## config.mk

```make
export PLATFORM = sky130hd
export DESIGN_NAME = hazard_ctrl
export DESIGN_NICKNAME = d
export VERILOG_FILES = /design/src/rtl/hazard_ctrl.sv
export SDC_FILE = /design/constraint.sdc
export NUM_CORES = 1
export LEC_CHECK = 0
export CAP_MARGIN = 30
export CORE_UTILIZATION = 38
export DETAILED_ROUTE_END_ITERATION = 8
export PLACE_DENSITY = 0.9
export SKIP_CTS_REPAIR_TIMING = 1
export SYNTH_ARGS = -nofsm -noshare
export SYNTH_HDL_FRONTEND = slang
export SYNTH_SLANG_ARGS = --single-unit
```

## constraint.sdc

```tcl
create_clock -name clk -period 1.85 [get_ports clk]
set_input_delay 0.2775 -clock clk [delete_from_list [all_inputs] [get_ports clk]]
set_output_delay 0.2775 -clock clk [all_outputs]
set_load 0.02 [all_outputs]
```

## src/rtl/hazard_ctrl.sv

```systemverilog
// rtl/hazard_ctrl.sv - pipeline hazard controller: memory wait, branch flush, load-use bubble
// Optional stall-cycle counter built only when HAZARD_STALL_CNT_EN is defined.
module hazard_ctrl #(
    parameter int TIMEOUT = 200,
    parameter int TO_W    = 8
) (
    input  logic        clk,
    input  logic        r,
    input  logic [4:0]  id_rs,
    input  logic [4:0]  id_rt,
    input  logic        id_uses_rt,
    input  logic        ex_memread,
    input  logic [4:0]  ex_rt,
    input  logic        ex_branch_taken,
    input  logic        mem_req,
    input  logic        mem_ready,
    output logic        pc_en,
    output logic        ifid_en,
    output logic        idex_en,
    output logic        exmem_en,
    output logic        ifid_r,
    output logic        idex_r,
    output logic        stall,
    output logic        mem_timeout,
    output logic [31:0] stall_count
);

    typedef enum logic {RUN = 1'b0, MEM_WAIT = 1'b1} state_t;

    state_t          state;
    state_t          state_nxt;
    logic [TO_W-1:0] wait_cnt;
    logic [TO_W-1:0] wait_inc;
    logic            load_use;
    logic            mem_stall;
    logic            mem_hold;

    assign load_use  = ex_memread && (ex_rt != 5'd0) &&
                       ((ex_rt == id_rs) || (id_uses_rt && (ex_rt == id_rt)));
    assign mem_stall = mem_req && !mem_ready;
    // Once waiting, only mem_ready releases the pipeline, whatever mem_req does.
    assign mem_hold  = (state == RUN) ? mem_stall : !mem_ready;

    always_ff @(posedge clk) begin
        if (r) begin
            state <= RUN;
        end else begin
            state <= state_nxt;
        end
    end

    always_comb begin
        state_nxt = state;
        case (state)
            RUN:      if (mem_stall) state_nxt = MEM_WAIT;
            MEM_WAIT: if (mem_ready) state_nxt = RUN;
            default:  state_nxt = RUN;
        endcase
    end

    always_comb begin
        pc_en    = 1'b1;
        ifid_en  = 1'b1;
        idex_en  = 1'b1;
        exmem_en = 1'b1;
        ifid_r   = 1'b0;
        idex_r   = 1'b0;
        if (r) begin
            ifid_r = 1'b1;
            idex_r = 1'b1;
        end else if (mem_hold) begin
            pc_en    = 1'b0;
            ifid_en  = 1'b0;
            idex_en  = 1'b0;
            exmem_en = 1'b0;
        end else if (ex_branch_taken) begin
            ifid_r = 1'b1;
            idex_r = 1'b1;
        end else if (load_use) begin
            pc_en   = 1'b0;
            ifid_en = 1'b0;
            idex_r  = 1'b1;
        end
    end

    assign stall    = !pc_en;
    assign wait_inc = (wait_cnt == {TO_W{1'b1}}) ? wait_cnt : wait_cnt + 1'b1;

    always_ff @(posedge clk) begin
        if (r) begin
            wait_cnt    <= '0;
            mem_timeout <= 1'b0;
        end else if (state == RUN) begin
            if (mem_stall) wait_cnt <= '0;
        end else begin
            wait_cnt <= wait_inc;
            if (wait_inc == TO_W'(TIMEOUT)) mem_timeout <= 1'b1;
        end
    end

`ifdef HAZARD_STALL_CNT_EN
    always_ff @(posedge clk) begin
        if (r) begin
            stall_count <= 32'h0;
        end else if (stall) begin
            stall_count <= stall_count + 32'h1;
        end
    end
`else
    assign stall_count = 32'h0;
`endif

endmodule

```

# Yosys cells after proc, flatten, opt, wreduce, memory -nomap -nowiden
# Cells that the tools add are included.
[word_totals] regBits=10 inputBits=22
[classes] add_sub_neg=1 n_eq_ne=4 n_mux=20 bitwise=1 reduce_logical=10
[op_table] op="2-to-1 mux 8 bit" count=3
[op_table] op="== test 8 bit (second input constant)" count=2
[op_table] op="2-to-1 mux 1 bit" count=16
[op_table] op="== test 5 bit" count=2
[op_table] op="adder 8 x 1 -> 8 bit (second input constant)" count=1
[op_table] op="nonzero test 5 bit" count=1
[op_table] op="logical AND 1 bit" count=4
[op_table] op="logical NOT 1 bit" count=2
[op_table] op="one-hot mux 1 bit (2 select lines)" count=1
[op_table] op="AND reduction 2 bit" count=1
[op_table] op="nonzero test 2 bit" count=1
[op_table] op="logical OR 1 bit" count=1
[op_table] op="inverter 1 bit" count=1

# Depth between registers and ports, before layout
[logic_depth] depth_word=9 mapped_depth=6 depth_no_buf=5

# Least setup slack after synthesis
# Ideal clock, no wire load.
[synth_path] path_kind="in2out" startpoint="input ex_rt[4]" endpoint="output stall" t_arrival_ns=1.643 setup_slack_ns=-0.071 cell_stages=4 path_buffers=0 cell_sequence="xor2_1 -> nor4_1 -> a32oi_1 -> o41ai_1"
[synth_via] elab_chain_cells=9 elab_cells_between_ends=12 cone_classes="eq/ne (2); mux (4); reduce/logical (6)"
[synth_lines] element="start, declared" line_no="13" text="input logic [4:0] ex_rt,"
[synth_lines] element="== test 5 bit" line_no="39" text="((ex_rt == id_rs) || (id_uses_rt && (ex_rt == id_rt)));"
[synth_lines] element="logical AND 1 bit" line_no="39"
[synth_lines] element="logical OR 1 bit" line_no="39"
[synth_lines] element="logical AND 1 bit *" line_no="38" text="assign load_use = ex_memread && (ex_rt != 5'd0) &&"
[synth_lines] element="2-to-1 mux 1 bit *" line_no="79" text="end else if (load_use) begin"
[synth_lines] element="2-to-1 mux 1 bit *" line_no="76" text="end else if (ex_branch_taken) begin"
[synth_lines] element="2-to-1 mux 1 bit *" line_no="71" text="end else if (mem_hold) begin"
[synth_lines] element="2-to-1 mux 1 bit *" line_no="68" text="if (r) begin"
[synth_lines] element="logical NOT 1 bit *" line_no="86" text="assign stall = !pc_en;"
[synth_lines] element="end, declared" line_no="23" text="output logic stall,"
# Every way passes the cells marked *; elsewhere a longest branch is shown, timed or not.

# Worst setup path in the final report
[layout_path] startpoint="input ex_rt[2]" endpoint="output pc_en"
[layout_via] elab_chain_cells=8 elab_cells_between_ends=11 cone_classes="eq/ne (2); mux (4); reduce/logical (5)"
[layout_lines] element="== test 5 bit" line_no="39"
[layout_lines] element="logical AND 1 bit" line_no="39"
[layout_lines] element="logical OR 1 bit" line_no="39"
[layout_lines] element="logical AND 1 bit *" line_no="38"
[layout_lines] element="2-to-1 mux 1 bit *" line_no="79"
[layout_lines] element="2-to-1 mux 1 bit *" line_no="76"
[layout_lines] element="2-to-1 mux 1 bit *" line_no="71"
[layout_lines] element="2-to-1 mux 1 bit *" line_no="68"
[layout_lines] element="end, declared" line_no="17" text="output logic pc_en,"
# Marks and branches as above.

==> summary.txt <==
Clock tree
  • # H-tree levels: 1
  • CTS tree: done
  • Worst-path clk slew: 0.06 ns
  • Clk root buf: clkbuf_4
  • Cts bufs inserted: 3
  • Sink Count: 10
  • Worst-case clock buffer depth: 2
  • Worst skew pair latency: 0.27 ns

Global routing
  • Grt total ovfl: 0
  • Vias in the first global route: 915
  • Total track usage: 0.175
  • First-pass GRT wire length: 3710 µm
  • Largest net degree at the start of global routing: 17
  • Initial antenna violation count: 0

Placement
  • Final Wtd Congestion: 0.901
  • Dpl hpwl: 1730 µm
  • PortBufs: 29
  • Placed Area: 0.00129 mm²

Timing
  • Fmax: 506 MHz
  • Min Hold Slack: 0.490 ns
  • Period utilization: 1.07
  • Final setup fails: 2
  • Slew Limit Fails: 0
  • Min cycle time layout: 1.98 ns
  • Worst setup margin: -0.127 ns
  • RSZ-0062 raised after global routing: true
  • Fin Clk Skew: 0.00371 ns
  • Hold violation count in the final report: 0

Yosys
  • Syn Inst Count: 139
  • Post-synthesis cell area: 0.00106 mm²
  • Yosys warns: 0
  • Prevailing post-synth register cell: dfxtp_1
  • Sequential area share after synthesis: 0.188
  • Number of flops mapped to enable cells by yosys: 0
  • Async SR Flop Fraction: 0
  • Avg Cell Area, Syn: 7.65 µm²
  • Synth top cells by count: buf_4, a21oi_1, dfxtp_1, xor2_1
  • Synth Register Bits: 10
  • Synth top area cells: buf_4, dfxtp_1, xor2_1, a21oi_1, nand3_1
  • Cell accounting for the most synthesized area: buf_4
  • Yosys top cell area share: 0.254
  • Distinct cells, synth: 38
  • Most common cell in the netlist: buf_4

Detailed routing
  • Via count: 1005
  • WL/cell: 11.4 µm
  • Remaining DRCs: 0
  • Starting DRC count in detailed routing: 24
  • Drt first pass iters: 4
  • Detail-routed via count per cell: 5.00
  • Routed wire length: 2280 µm
  • Post-DRT Antenna Nets: 0

Worst setup path
  • CP arrival: 1.70 ns
  • Setup crit start kind: input port
  • Slowest stage delay, CP: 0.48 ns
  • Critical path class: in -> out
  • Crit-path slowest cell: o41a_1
  • Critical Path RT: 1.57 ns
  • CP top delay family: compound AO/OA/AOI/OAI gates
  • Crit path max fanout: 3
  • CP Buf/Inv Count: 2
  • Worst path cell trace: buf_4, xor2_2, nor4_2, a32oi_2, o41a_1, buf_6
  • CP endpoint kind: output pin

Finish
  • Share of layout cells above drive strength 1: 0.216
  • Diodes inserted: 0
  • Final core occ: 0.532
  • # nets final: 196
  • Design area: 0.00137 mm²
  • Layout area overhead: 28.5%

Worst hold path
  • Hold crit path type: reg -> reg

Outcome
  • Failing checks: setup timing
  • Outcome: finished with violations

Floorplanning
  • Die X: 54.9 µm
  • Initial core utilization: 0.414
  • Die ar.: 0.00301 mm²
  • Row count: 18
  • Core Area: 0.00257 mm²
  • Die Ht: 54.9 µm
  • Top Ports: 62

Power and ir drop
  • Leak pwr: 0.000634 µW
  • VDD IR max: 0.243 mV
  • Pwr dens: 430 mW/mm²

Flow run
  • Max Cap Viol: 0
layout make-up:
class / instances / area, µm²
flip-flops and latches: 10 / 200
inverters: 4 / 15.0
multi-input cells: 114 / 712
clock buffers: 3 / 22.5
fillers: 247 / 1200
well taps: 30 / 37.5
repair buffers: 40 / 379
cell families after synthesis:
group                      Yosys count  share of synthesized area
AOI/OAI and AO/OA                   31                      0.192
xor gates and xnor gates            12                     0.0988
adders and majority gates            1                     0.0118
buffers and inverters               46                      0.305
DFF                                 10                      0.188
other                                1                    0.00353
and+or+nand+nor                     38                      0.201
tightest hold or removal path: stages (launching register included):
cell and delay, ns:
dfxtp_1 0.33, nand2b_1 0.06, o31ai_1 0.06
sequential cells by signal, summed over array words and instances, names as in the netlist:
| signal | flops |
|---|---|
| mem_timeout | 1 |
| state | 1 |
| wait_cnt | 8 |
final timing paths:
path	end	from	cells past startpoint	slack (ns)
worst max-delay path	pc_en	ex_rt[2]	6	-0.13
worst min-delay path	mem_timeout	mem_timeout	2	0.49
worst max register to register	mem_timeout	wait_cnt[1]	6	0.23
worst min register to register	mem_timeout	mem_timeout	2	0.49
metrics by stage:
stage | instances | total power, µW | TNS, ns | setup WS, ns
3_3_place_gp | 198 | 432 | -3.70 | -0.790
5_1_grt | 201 | 619 | -0.425 | -0.147
2_1_floorplan | 170 | 394 | -0.000267 | -0.000267
3_5_place_dp | 198 | 435 | -4.03 | -0.864
4_1_cts | 201 | 582 | -4.13 | -0.882
6_report | 201 | 587 | -0.252 | -0.127
report_power, final:
part	internal (µW)	switching (µW)
Clock	75.3	75.7
Sequential	218	1.52
Combinational	84.6	132
Total	377	209
cells in the final DEF (no fill, tap or decap), types with 2 or more instances in the layout:
cell,count
a21oi_1,13
a41oi_1,3
buf_2,2
buf_4,12
buf_6,5
clkbuf_2,3
clkbuf_4,3
clkdlybuf4s50_1,7
conb_1,32
dfxtp_1,10
dlymetal6s2s_1,11
inv_1,4
nand2_1,6
nand3_1,7
nand4_1,2
nor2_1,3
nor3_1,6
nor3b_1,2
o21ai_0,3
o21ai_1,2
o31ai_1,2
xor2_1,7
xor2_2,3
routing by layer:
layer / vias up / GRT usage / wire length, µm
met5: - / 0 / 0
met4: 0 / 0.117 / 61
met3: 4 / 0.0656 / 209
met2: 56 / 0.281 / 1190
met1: 457 / 0.191 / 823
li1: 488 / - / -
Power figures use the tool's default switching activity.
